===== src/rtl/pool_unit.sv =====
// Streaming pooling engine: reduces each window of 2^k signed samples to its
// maximum or its floor-mean, with valid/ready on both sides and a one-entry output register.
module pool_unit #(
  parameter int DATA_W = 32,
  parameter int KMAX   = 4
) (
  input  logic                       clk,
  input  logic                       rst,
  input  logic                       clear,
  input  logic                       mode,
  input  logic [$clog2(KMAX+1)-1:0]  win_k,
  input  logic                       in_valid,
  output logic                       in_ready,
  input  logic [DATA_W-1:0]          in_data,
  output logic                       out_valid,
  input  logic                       out_ready,
  output logic [DATA_W-1:0]          out_data,
  output logic                       busy
);

  localparam int KW = $clog2(KMAX + 1);
  localparam int AW = DATA_W + KMAX;
  localparam int CW = KMAX + 1;
  localparam logic [KW-1:0] K_LIMIT = KW'(KMAX);
  localparam logic [CW-1:0] CNT_ONE = CW'(1);

  typedef enum logic {IDLE = 1'b0, ACC = 1'b1} state_t;

  state_t                   state_r, state_s;
  logic [CW-1:0]            cnt_r, cnt_s;
  logic signed [AW-1:0]     acc_r, acc_s;
  logic                     mode_r, mode_s;
  logic [KW-1:0]            k_r, k_s;
  logic                     out_valid_r, out_valid_s;
  logic [DATA_W-1:0]        out_data_r, out_data_s;

  logic                     cur_mode_s;
  logic [KW-1:0]            cur_k_s;
  logic signed [AW-1:0]     sample_s;
  logic signed [AW-1:0]     acc_next_s;
  logic                     final_s;
  logic                     in_ready_s;
  logic                     accept_s;
  logic                     drain_s;

  // Datapath: window parameters in force, next accumulator value and handshake decode.
  always_comb begin
    cur_mode_s = mode_r;
    cur_k_s    = k_r;
    case (state_r)
      IDLE: begin
        cur_mode_s = mode;
        cur_k_s    = (win_k > K_LIMIT) ? K_LIMIT : win_k;
      end
      ACC: begin
        cur_mode_s = mode_r;
        cur_k_s    = k_r;
      end
      default: begin
        cur_mode_s = mode_r;
        cur_k_s    = k_r;
      end
    endcase

    sample_s = {{KMAX{in_data[DATA_W-1]}}, in_data};
    // The first sample seeds the running value so all-negative windows pool correctly.
    if (state_r == IDLE) begin
      acc_next_s = sample_s;
    end else if (cur_mode_s) begin
      acc_next_s = acc_r + sample_s;
    end else if (sample_s > acc_r) begin
      acc_next_s = sample_s;
    end else begin
      acc_next_s = acc_r;
    end

    final_s    = ((cnt_r + CNT_ONE) == (CNT_ONE << cur_k_s));
    in_ready_s = !(in_valid && final_s) || !out_valid_r || out_ready;
    accept_s   = in_valid && in_ready_s;
    drain_s    = out_valid_r && out_ready;
  end

  // FSM next state and register updates; clear overrides any accept or drain.
  always_comb begin
    state_s     = state_r;
    cnt_s       = cnt_r;
    acc_s       = acc_r;
    mode_s      = mode_r;
    k_s         = k_r;
    out_valid_s = out_valid_r;
    out_data_s  = out_data_r;
    if (clear) begin
      state_s     = IDLE;
      cnt_s       = {CW{1'b0}};
      out_valid_s = 1'b0;
    end else begin
      if (accept_s && (state_r == IDLE)) begin
        mode_s = cur_mode_s;
        k_s    = cur_k_s;
      end else begin
        mode_s = mode_r;
        k_s    = k_r;
      end
      if (accept_s && final_s) begin
        state_s     = IDLE;
        cnt_s       = {CW{1'b0}};
        acc_s       = acc_next_s;
        out_valid_s = 1'b1;
        out_data_s  = cur_mode_s ? DATA_W'(acc_next_s >>> cur_k_s) : DATA_W'(acc_next_s);
      end else if (accept_s) begin
        state_s = ACC;
        cnt_s   = cnt_r + CNT_ONE;
        acc_s   = acc_next_s;
        if (drain_s) begin
          out_valid_s = 1'b0;
        end else begin
          out_valid_s = out_valid_r;
        end
      end else if (drain_s) begin
        out_valid_s = 1'b0;
      end else begin
        out_valid_s = out_valid_r;
      end
    end
  end

  // State register with asynchronous reset.
  always_ff @(posedge clk or posedge rst) begin
    if (rst) begin
      state_r     <= IDLE;
      cnt_r       <= {CW{1'b0}};
      acc_r       <= {AW{1'b0}};
      mode_r      <= 1'b0;
      k_r         <= {KW{1'b0}};
      out_valid_r <= 1'b0;
      out_data_r  <= {DATA_W{1'b0}};
    end else begin
      state_r     <= state_s;
      cnt_r       <= cnt_s;
      acc_r       <= acc_s;
      mode_r      <= mode_s;
      k_r         <= k_s;
      out_valid_r <= out_valid_s;
      out_data_r  <= out_data_s;
    end
  end

  assign in_ready  = in_ready_s;
  assign out_valid = out_valid_r;
  assign out_data  = out_data_r;
  assign busy      = (state_r == ACC);

endmodule

===== config.mk =====
export PLATFORM = sky130hd
export DESIGN_NAME = pool_unit
export DESIGN_NICKNAME = d
export VERILOG_FILES = /design/src/rtl/pool_unit.sv
export SDC_FILE = /design/constraint.sdc
export NUM_CORES = 1
export LEC_CHECK = 0
export ABC_AREA = 0
export ABC_CLOCK_PERIOD_IN_PS = 6400
export CAP_MARGIN = 20
export CORE_ASPECT_RATIO = 1.5
export CORE_UTILIZATION = 65
export DETAILED_ROUTE_END_ITERATION = 8
export PLACE_DENSITY = 0.88
export SYNTH_ARGS = -nofsm -noshare
export SYNTH_HDL_FRONTEND = slang
export SYNTH_SLANG_ARGS = --single-unit

===== constraint.sdc =====
create_clock -name clk -period 6.4 [get_ports clk]
set_clock_uncertainty 0.15 [all_clocks]
set_input_delay 1.92 -clock clk [delete_from_list [all_inputs] [get_ports clk]]
set_output_delay 1.92 -clock clk [all_outputs]
set_load 0.02 [all_outputs]

==> results_dict.tcl, run 1 <==
set metrics [dict create \
    maxCapViolCount 0 \
    timing.fmax_mhz 160 \
    r2r_setup_slack_ns 1.91 \
    crit_required_ns 4.33 \
    hold_end "out_data[3]" \
    die_height_um 143 \
    post_cts_resize_count 1 \
    p_sw_frac 0.476 \
    cts_buffers 9 \
    report.final.setup_viol 0 \
    drt-initial-drc-count 1155 \
    place_inst 1352 \
    worstSetupEndpointType "output port" \
    critical_path_peak_fanout 7 \
    rsz0062_at_grt "no" \
    gr-total-overflow 0 \
    ir_drop_mv 0.305 \
    grt_usage 0.463 \
    max-slew-margin-rel 0.340 \
    yosysTopAreaCell "dfrtp_1" \
    crit_type "primary input to output port" \
    first_pass_iters 8 \
    synth_ff_type "dfrtp_1" \
    synth_async_sr_flop_share 1.00 \
    fin_crit_sh 0.975 \
    clk_latency_ns 0.35 \
    die_area_um2 13700 \
    die_x_um 95.8 \
    synth_commonest_cells "nor2_1 (110), nand2_1 (104), a21oi_1 (85)" \
    synth_cells 1119 \
    setup_slack_ns 0.163 \
    multiInputGateArea_um2 6020 \
    crit_arrival_ns 4.17 \
    final_nets 1318 \
    routed_via_density 7.13 \
    design.core.area_um2 12900 \
    cts_setup_buffers 0 \
    place_area_um2 9750 \
    powerDensity_nw_per_um2 366 \
    clock_path_buffers 2 \
    yosysWarnings 0 \
    timing.rr.end "out_data[23]" \
    leakage_nw 4.24 \
    dp_slack_ns -0.0720 \
    htreeDepth 3 \
    share_comb_of_total_power 0.622 \
    worstRegToRegCells 14 \
    yosys-top-cells-area "dfrtp_1 (23%), ha_1 (11%), a21oi_1 (5.0%)" \
    io_buffers 75 \
    clock-sinks 79 \
    drc_errors 0 \
    cts_root_buf "clkbuf_16" \
    ant_nets 0 \
    grt_max_degree 45 \
    hold_viol_final 0 \
    num_antenna_cells 0 \
    hold_path_class "register to register" \
    whs_ns 0.344 \
    outcome "finished, final reports clean" \
    min_path_cells 2 \
    cts_hold_repair.buffers 0 \
    layout-drive-gt1-share 0.108 \
    start_util 0.665 \
    fin_tns_setup_ns 0 \
    tritoncts "yes" \
    synth_seq_area_share 0.231 \
    wl_um 31000 \
    slowest_stage "clkdlybuf4s50_1" \
    clkTransAtPathRegs_ns 0.06 \
    max_slew.worst_pin.slew_ns 0.990 \
    syn_area_per_cell_um2 7.66 \
    synth_top_area_share 0.231 \
    p_sw_mw 1.76 \
    synth.cell_area_um2 8570 \
    crit_chain "clkdlybuf4s50_1, nor3b_1, buf_4, or2_2, o31ai_1, a211oi_1, o221ai_1, nand2b_1, dlygate4sd2_1" \
    cp-start-kind "primary input" \
    pwr-share-clk 0.158 \
    rows 51 \
    via_count 9755 \
    min_period_ns 6.24 \
    cp_num_buf_inv 3 \
    synth.most_common_cell "nor2_1" \
    final_area_um2 10100 \
    routedWlPerCell_um 22.7 \
    slowest_delay_ns 0.59 \
    synth_edf_count 0 \
    syn-num-nets 1233 \
    synth-seq-cells 79 \
    pwr-share-seq 0.220 \
    nFillCells 986 \
    seqCellArea_um2 1980 \
    grt_pass1_vias 9058 \
    hold_path.startpoint "out_data[3]" \
    r2r-start "acc_r[0]" \
    area_growth_syn_to_layout_pct 17.6 \
    place_congestion 1.09 \
    internal-power_mw 1.93 \
    place_hpwl_um 22900 \
    boundaryPins 76 \
    antenna_found_initial 0 \
    cp_top_family "buffers and inverters" \
    layout.cells.non_filler 1368 \
    yosys.cell_types.count 89 \
    grt_pass1_wl_um 47800 \
    maxSlewViolCount 0 \
]
-- flip-flops by register name, summed over array words and instances (netlist names) --
name       flops
acc_r         36
busy           1
cnt_r          5
k_r            3
mode_r         1
out_data      32
out_valid      1
-- metrics by stage --
step	total power, mW	utilization
floorplan	2.20	-
global placement	2.98	0.757
detailed placement	3.00	0.757
CTS	3.60	0.782
global route	3.87	0.782
finish	3.69	0.782
-- how the worst max path moves through the flow --
| stage | start | endpoint | slack, ns | cells past startpoint |
|---|---|---|---|---|
| detailed placement | win_k[2] | in_ready | -0.07 | 9 |
| CTS | win_k[2] | in_ready | 0.17 | 9 |
| global placement | win_k[2] | in_ready | -0.03 | 9 |
| global route | win_k[2] | in_ready | 0.04 | 9 |
| floorplan | win_k[2] | in_ready | 0.87 | 7 |
| finish | win_k[2] | in_ready | 0.16 | 9 |
-- worst register-to-register path, cell delays in order (launching register included) --
cell,delay (ns)
dfrtp_1,0.41
ha_1,0.20
inv_1,0.07
fa_1,0.21
nor2_1,0.07
o311ai_1,0.49
a21o_1,0.23
and3_1,0.49
and2_1,0.23
o221ai_1,0.21
nor3b_1,0.70
mux2i_1,0.29
mux2_2,0.37
a31oi_1,0.16
o21ai_1,0.09
-- power groups by stage --
stage,combinational [mW],clock [mW],sequential (mW)
3_5_place_dp,2.19,0,0.807
3_3_place_gp,2.18,0,0.804
5_1_grt,2.44,0.598,0.825
4_1_cts,2.22,0.581,0.802
2_1_floorplan,1.31,0,0.893
6_report,2.30,0.584,0.811
-- per-layer routing --
layer	track usage	wire length [um]	vias up
met5	0	0	-
met4	0.280	2200	0
met3	0.117	3490	206
met2	0.724	14000	750
met1	0.565	11300	4482
li1	-	-	4317
-- cell type report --
| cell class | count | area share |
|---|---|---|
| sequential | 79 | 0.196 |
| timing repair buffer | 144 | 0.126 |
| inverter | 75 | 0.0280 |
| tap | 159 | 0.0197 |
| clock buffer | 10 | 0.0237 |
| multi-input combinational | 895 | 0.597 |
| clock inverter | 6 | 0.00931 |
-- layout by cell type (no fill, tap or decap), drive strengths merged, types with 9 or more instances in the layout --
cell,n
o211ai,20
buf,69
nor4,25
o22ai,20
a221oi,15
inv,74
a22oi,17
dfrtp,79
xnor2,26
a221o,11
nand3,29
a31oi,9
nand2b,18
ha,72
and2,11
clkbuf,10
o31ai,21
nand2,105
o21ai,95
nor2,111
clkdlybuf4s50,74
nor3,11
mux2,13
mux2i,22
a21oi,85
nand4,11
o221ai,11
a211oi,13
-- cells by family (layout without fill, tap and decap cells) --
logic type / count (synthesis) / in the layout / share of synthesized area
DFF: 79 / 79 / 0.231
xor gates and xnor gates: 30 / 30 / 0.0307
buffers and inverters: 145 / 235 / 0.0670
adders and majority gates: 73 / 73 / 0.107
muxes: 35 / 35 / 0.0428
AOI/OAI and AO/OA: 399 / 399 / 0.320
and+or+nand+nor: 358 / 358 / 0.201
No activity file was read; power rests on OpenSTA's default activity.
==> inputs of run 2 (changes only) <==
SETUP_SLACK_MARGIN = 0.15   (was default)
==> results_dict.tcl, run 2 (synthesis gave the netlist of run 1 again) <==
set metrics [dict create \
    area_growth_syn_to_layout_pct 17.9 \
    slowest_stage "clkdlybuf4s50_1" \
    r2r-start "acc_r[10]" \
    die_x_um 95.8 \
    rows 51 \
    crit_type "primary input to output port" \
    tritoncts "yes" \
    powerDensity_nw_per_um2 366 \
    routed_via_density 7.11 \
    multiInputGateArea_um2 6040 \
    final_area_um2 10100 \
    drc_errors 0 \
    clk_latency_ns 0.35 \
    clkTransAtPathRegs_ns 0.06 \
    die_area_um2 13700 \
    num_antenna_cells 0 \
    hold_viol_final 0 \
    p_sw_mw 1.76 \
    crit_chain "clkdlybuf4s50_1, nor3b_1, buf_4, or2_2, o31ai_1, a211oi_1, o221ai_1, nand2b_1, dlygate4sd2_1" \
    wl_um 31100 \
    io_buffers 75 \
    cts_hold_repair.buffers 0 \
    ir_drop_mv 0.307 \
    report.final.setup_viol 0 \
    die_height_um 143 \
    r2r_setup_slack_ns 1.89 \
    first_pass_iters 7 \
    crit_path_end "in_ready" \
    p_sw_frac 0.477 \
    largest_reg_flops 36 \
    internal-power_mw 1.93 \
    pwr-share-clk 0.159 \
    nFillCells 982 \
    worstSetupEndpointType "output port" \
    timing.rr.end "out_data[31]" \
    worstRegToRegCells 13 \
    htreeDepth 3 \
    grt_max_degree 45 \
    slowest_delay_ns 0.42 \
    ant_nets 0 \
    cts_root_buf "clkbuf_16" \
    cts_buffers 9 \
    maxSlewViolCount 0 \
    maxCapViolCount 0 \
    max-slew-margin-rel 0.294 \
    pwr-share-seq 0.219 \
    wl_met3_um 3320 \
    regMostFlops "acc_r" \
    grt_pass1_wl_um 47800 \
    place_hpwl_um 22900 \
    max_slew.worst_pin.slew_ns 1.06 \
    maxUsedRoutingLayer "met4" \
    final_cell_mix "nor2_1 (108), nand2_1 (104), a21oi_1 (85)" \
    drt-initial-drc-count 1210 \
    grt_pass1_vias 9058 \
    clock-sinks 79 \
    seqCellArea_um2 1980 \
    critical_path_peak_fanout 4 \
    crit_required_ns 4.33 \
    rsz0062_at_grt "no" \
    leakage_nw 4.25 \
    cp-start-kind "primary input" \
    design.core.area_um2 12900 \
    grt_usage 0.463 \
    gr-total-overflow 0 \
    timing.fmax_mhz 161 \
    dr_wl_met2_um 14000 \
    fin_crit_sh 0.970 \
    final_util 0.784 \
    cp-startpoint "win_k[0]" \
    whs_ns 0.344 \
    routedWlPerCell_um 22.8 \
    final_nets 1318 \
    antenna_found_initial 0 \
    hold_path_class "register to register" \
    start_util 0.665 \
    cts_setup_buffers 0 \
    place_area_um2 9750 \
    boundaryPins 76 \
    share_comb_of_total_power 0.622 \
    place_congestion 1.09 \
    wl_met1_um 11500 \
    via_count 9727 \
    clock_path_buffers 2 \
    fin_tns_setup_ns 0 \
    outcome "finished, final reports clean" \
    final_common_cell "nor2_1" \
    min_period_ns 6.21 \
    crit_arrival_ns 4.14 \
    layout-drive-gt1-share 0.109 \
]
-- run 2: changes by cell type in the layout (fill, tap and decap cells not counted) --
cell             before  now
clkdlybuf4s50_1      74   73
dlymetal6s2s_1        0    1
nor3b_1               2    1
nor3b_4               0    1
nor4_2                3    2
nor4_4                1    2
-- run 2: routing by layer --
layer | vias up | track usage
li1 | 4314 | -
met1 | 4449 | 0.565
met2 | 756 | 0.724
met3 | 208 | 0.117
met4 | 0 | 0.280
met5 | - | 0
-- run 2: area by class of cell --
cell class | instances | area share
clock buffers | 10 | 0.0236
clock inverters | 6 | 0.00929
inverters | 75 | 0.0280
multi-input cells | 895 | 0.598
flip-flops and latches | 79 | 0.196
well taps | 159 | 0.0197
repair buffers | 144 | 0.126
-- run 2: power groups by stage --
stage	Clock (mW)	Sequential (mW)	Combinational [mW]
after floorplan	0	0.893	1.31
after global placement	0	0.804	2.18
after detailed placement	0	0.807	2.19
after CTS	0.581	0.802	2.22
after global routing	0.598	0.826	2.45
final	0.587	0.811	2.30
-- run 2: what timing repair did --
item / in CTS / in global routing
gates resized for setup: 1 / 4
gates cloned: 0 / 0
setup endpoints to repair: 1 / 3
-- run 2: stage by stage --
stage               setup WS, ns  total power, mW  instances
floorplan                  0.871             2.20       1119
finish                     0.192             3.70       1368
global route               0.115             3.87       1368
CTS                        0.172             3.60       1368
global placement         -0.0314             2.98       1352
detailed placement       -0.0720             3.00       1352
-- run 2: how the worst min path moves through the flow --
stage	cells past startpoint	endpoint	slack, ns	startpoint
after global routing	2	out_data[3]	0.37	out_data[3]
after floorplan	2	k_r[1]	0.32	k_r[1]
after global placement	1	out_data[14]	0.33	out_data[14]
after CTS	2	out_data[0]	0.35	out_data[0]
final	2	out_data[3]	0.34	out_data[3]
after detailed placement	1	out_data[14]	0.33	out_data[14]
-- run 2: critical path: cells and delay by family --
| family | cells | cell delay, ns |
|---|---|---|
| simple gates | 3 | 0.59 |
| buf+inv | 3 | 0.95 |
| compound gates | 3 | 0.67 |
==> inputs of run 3 (changes only) <==
CELL_PAD_IN_SITES_DETAIL_PLACEMENT = 1   (was default)
CELL_PAD_IN_SITES_GLOBAL_PLACEMENT = 2   (was default)
CORE_MARGIN = 4   (was default)
CORE_UTILIZATION = 38   (was 65)
PLACE_DENSITY = default   (was 0.88)
PLACE_DENSITY_LB_ADDON = 0.1   (was default)
==> results_dict.tcl, run 3 (synthesis gave the netlist of run 1 again) <==
set metrics [dict create \
    outcome "finished, final reports clean" \
    via_count 9368 \
    gr-total-overflow 0 \
    grt_usage 0.293 \
    min_period_ns 6.19 \
    grt_pass1_vias 9751 \
    clock_path_buffers 2 \
    place_area_um2 10100 \
    tritoncts "yes" \
    max-slew-margin-rel 0.396 \
    fin_tns_setup_ns 0 \
    antenna_found_initial 0 \
    drt-initial-drc-count 581 \
    crit_chain "clkdlybuf4s50_1, nor3b_1, buf_4, or2_2, o31ai_1, a211oi_1, o221ai_1, nand2b_1, dlygate4sd2_1" \
    hold_path_class "register to register" \
    crit_arrival_ns 4.12 \
    clk_latency_ns 0.36 \
    final_area_um2 10400 \
    min_path_cells 1 \
    rsz0062_at_grt "yes" \
    maxSlewViolCount 0 \
    cts_buffers 9 \
    regMostFlops "acc_r" \
    place_hpwl_um 28200 \
    routedWlPerCell_um 24.0 \
    fin_crit_sh 0.967 \
    start_util 0.384 \
    layout-drive-gt1-share 0.124 \
    nFillCells 2726 \
    grt_max_degree 45 \
    timing.rr.end "out_data[4]" \
    largest_reg_flops 36 \
    num_antenna_cells 0 \
    rows 67 \
    r2r_setup_slack_ns 2.05 \
    cp_top_family "buffers and inverters" \
    timing.fmax_mhz 162 \
    cts_hold_repair.buffers 0 \
    cp-start-kind "primary input" \
    whs_ns 0.339 \
    max_slew.worst_pin.slew_ns 0.906 \
    cts_root_buf "clkbuf_16" \
    die_x_um 131 \
    clock-sinks 79 \
    final_nets 1339 \
    slowest_delay_ns 0.57 \
    io_buffers 75 \
    final_common_cell "nor2_1" \
    place_congestion 0.899 \
    boundaryPins 76 \
    drc_errors 0 \
    die_area_um2 25100 \
    final_cell_mix "nor2_1 (106), nand2_1 (104), buf_4 (90)" \
    leakage_nw 4.35 \
    die_height_um 192 \
    worstRegToRegCells 15 \
    htreeDepth 3 \
    area_growth_syn_to_layout_pct 21.5 \
    ant_nets 0 \
    first_pass_iters 5 \
    powerDensity_nw_per_um2 366 \
    grt_pass1_wl_um 56300 \
    critical_path_peak_fanout 4 \
    hold_end "out_data[10]" \
    routed_via_density 6.22 \
    report.final.setup_viol 0 \
    wl_um 36100 \
    crit_required_ns 4.33 \
    maxCapViolCount 0 \
    hold_path.startpoint "out_data[10]" \
    cp_num_buf_inv 3 \
    design.core.area_um2 22300 \
    clkTransAtPathRegs_ns 0.06 \
    worstSetupEndpointType "output port" \
    cp-startpoint "win_k[2]" \
    ir_drop_mv 0.255 \
    r2r-start "acc_r[15]" \
    hold_viol_final 0 \
    slowest_stage "clkdlybuf4s50_1" \
    crit_type "primary input to output port" \
]
[run 3: worst reg2reg max path: stages (launching register included)]
cell and delay (ns):
dfrtp_1 0.44, inv_1 0.10, ha_1 0.46, nand4_1 0.25, nor4_1 0.25, buf_4 0.18
nand3_2 0.09, o211ai_4 0.28, nor4_2 0.13, a211oi_4 0.30, buf_4 0.30, a221o_1 0.38
a2bb2o_1 0.34, a311oi_1 0.30, o22ai_1 0.15, o21ai_0 0.14
[run 3: repair_timing]
item | in CTS | in global routing
endpoints found under the hold margin | 0 | 0
resized for setup | 1 | 2
endpoints found under the setup margin | 1 | 5
setup buffers | 0 | 0
[run 3: area by class of cell]
type,count,area (um2),area share
Clock buffer,12,256,0.0246
Timing Repair Buffer,165,1430,0.137
Clock inverter,3,90.1,0.00865
Inverter,75,283,0.0271
Sequential cell,79,1980,0.190
Multi-Input combinational cell,895,6040,0.580
Tap cell,276,345,0.0332
[run 3: through the flow]
step	utilization	power, mW	worst slack (ns)	std cells
after floorplan	-	2.20	0.871	1119
after global placement	0.451	3.14	0.0210	1490
after detailed placement	0.451	3.16	0.00167	1490
after CTS	0.467	3.81	0.236	1505
after global routing	0.467	4.07	0.0502	1505
final	0.467	3.81	0.212	1505
[run 3: worst max-delay path by stage]
| stage | depth (start not counted) | endpoint |
|---|---|---|
| after floorplan | 7 | in_ready |
| after global placement | 9 | in_ready |
| after detailed placement | 8 | in_ready |
| after CTS | 9 | in_ready |
| after global routing | 9 | in_ready |
| final | 9 | in_ready |
[run 3: where the power goes]
part / internal, mW / total (mW) / switching (mW)
Sequential: 0.666 / 0.811 / 0.146
Clock: 0.401 / 0.619 / 0.218
Combinational: 0.953 / 2.38 / 1.43
[run 3: layer usage]
layer,vias up,wire length [um],GRT usage
li1,4352,-,-
met1,4665,15100,0.372
met2,267,17900,0.496
met3,84,1480,0.0334
met4,0,1650,0.128
met5,-,0,0
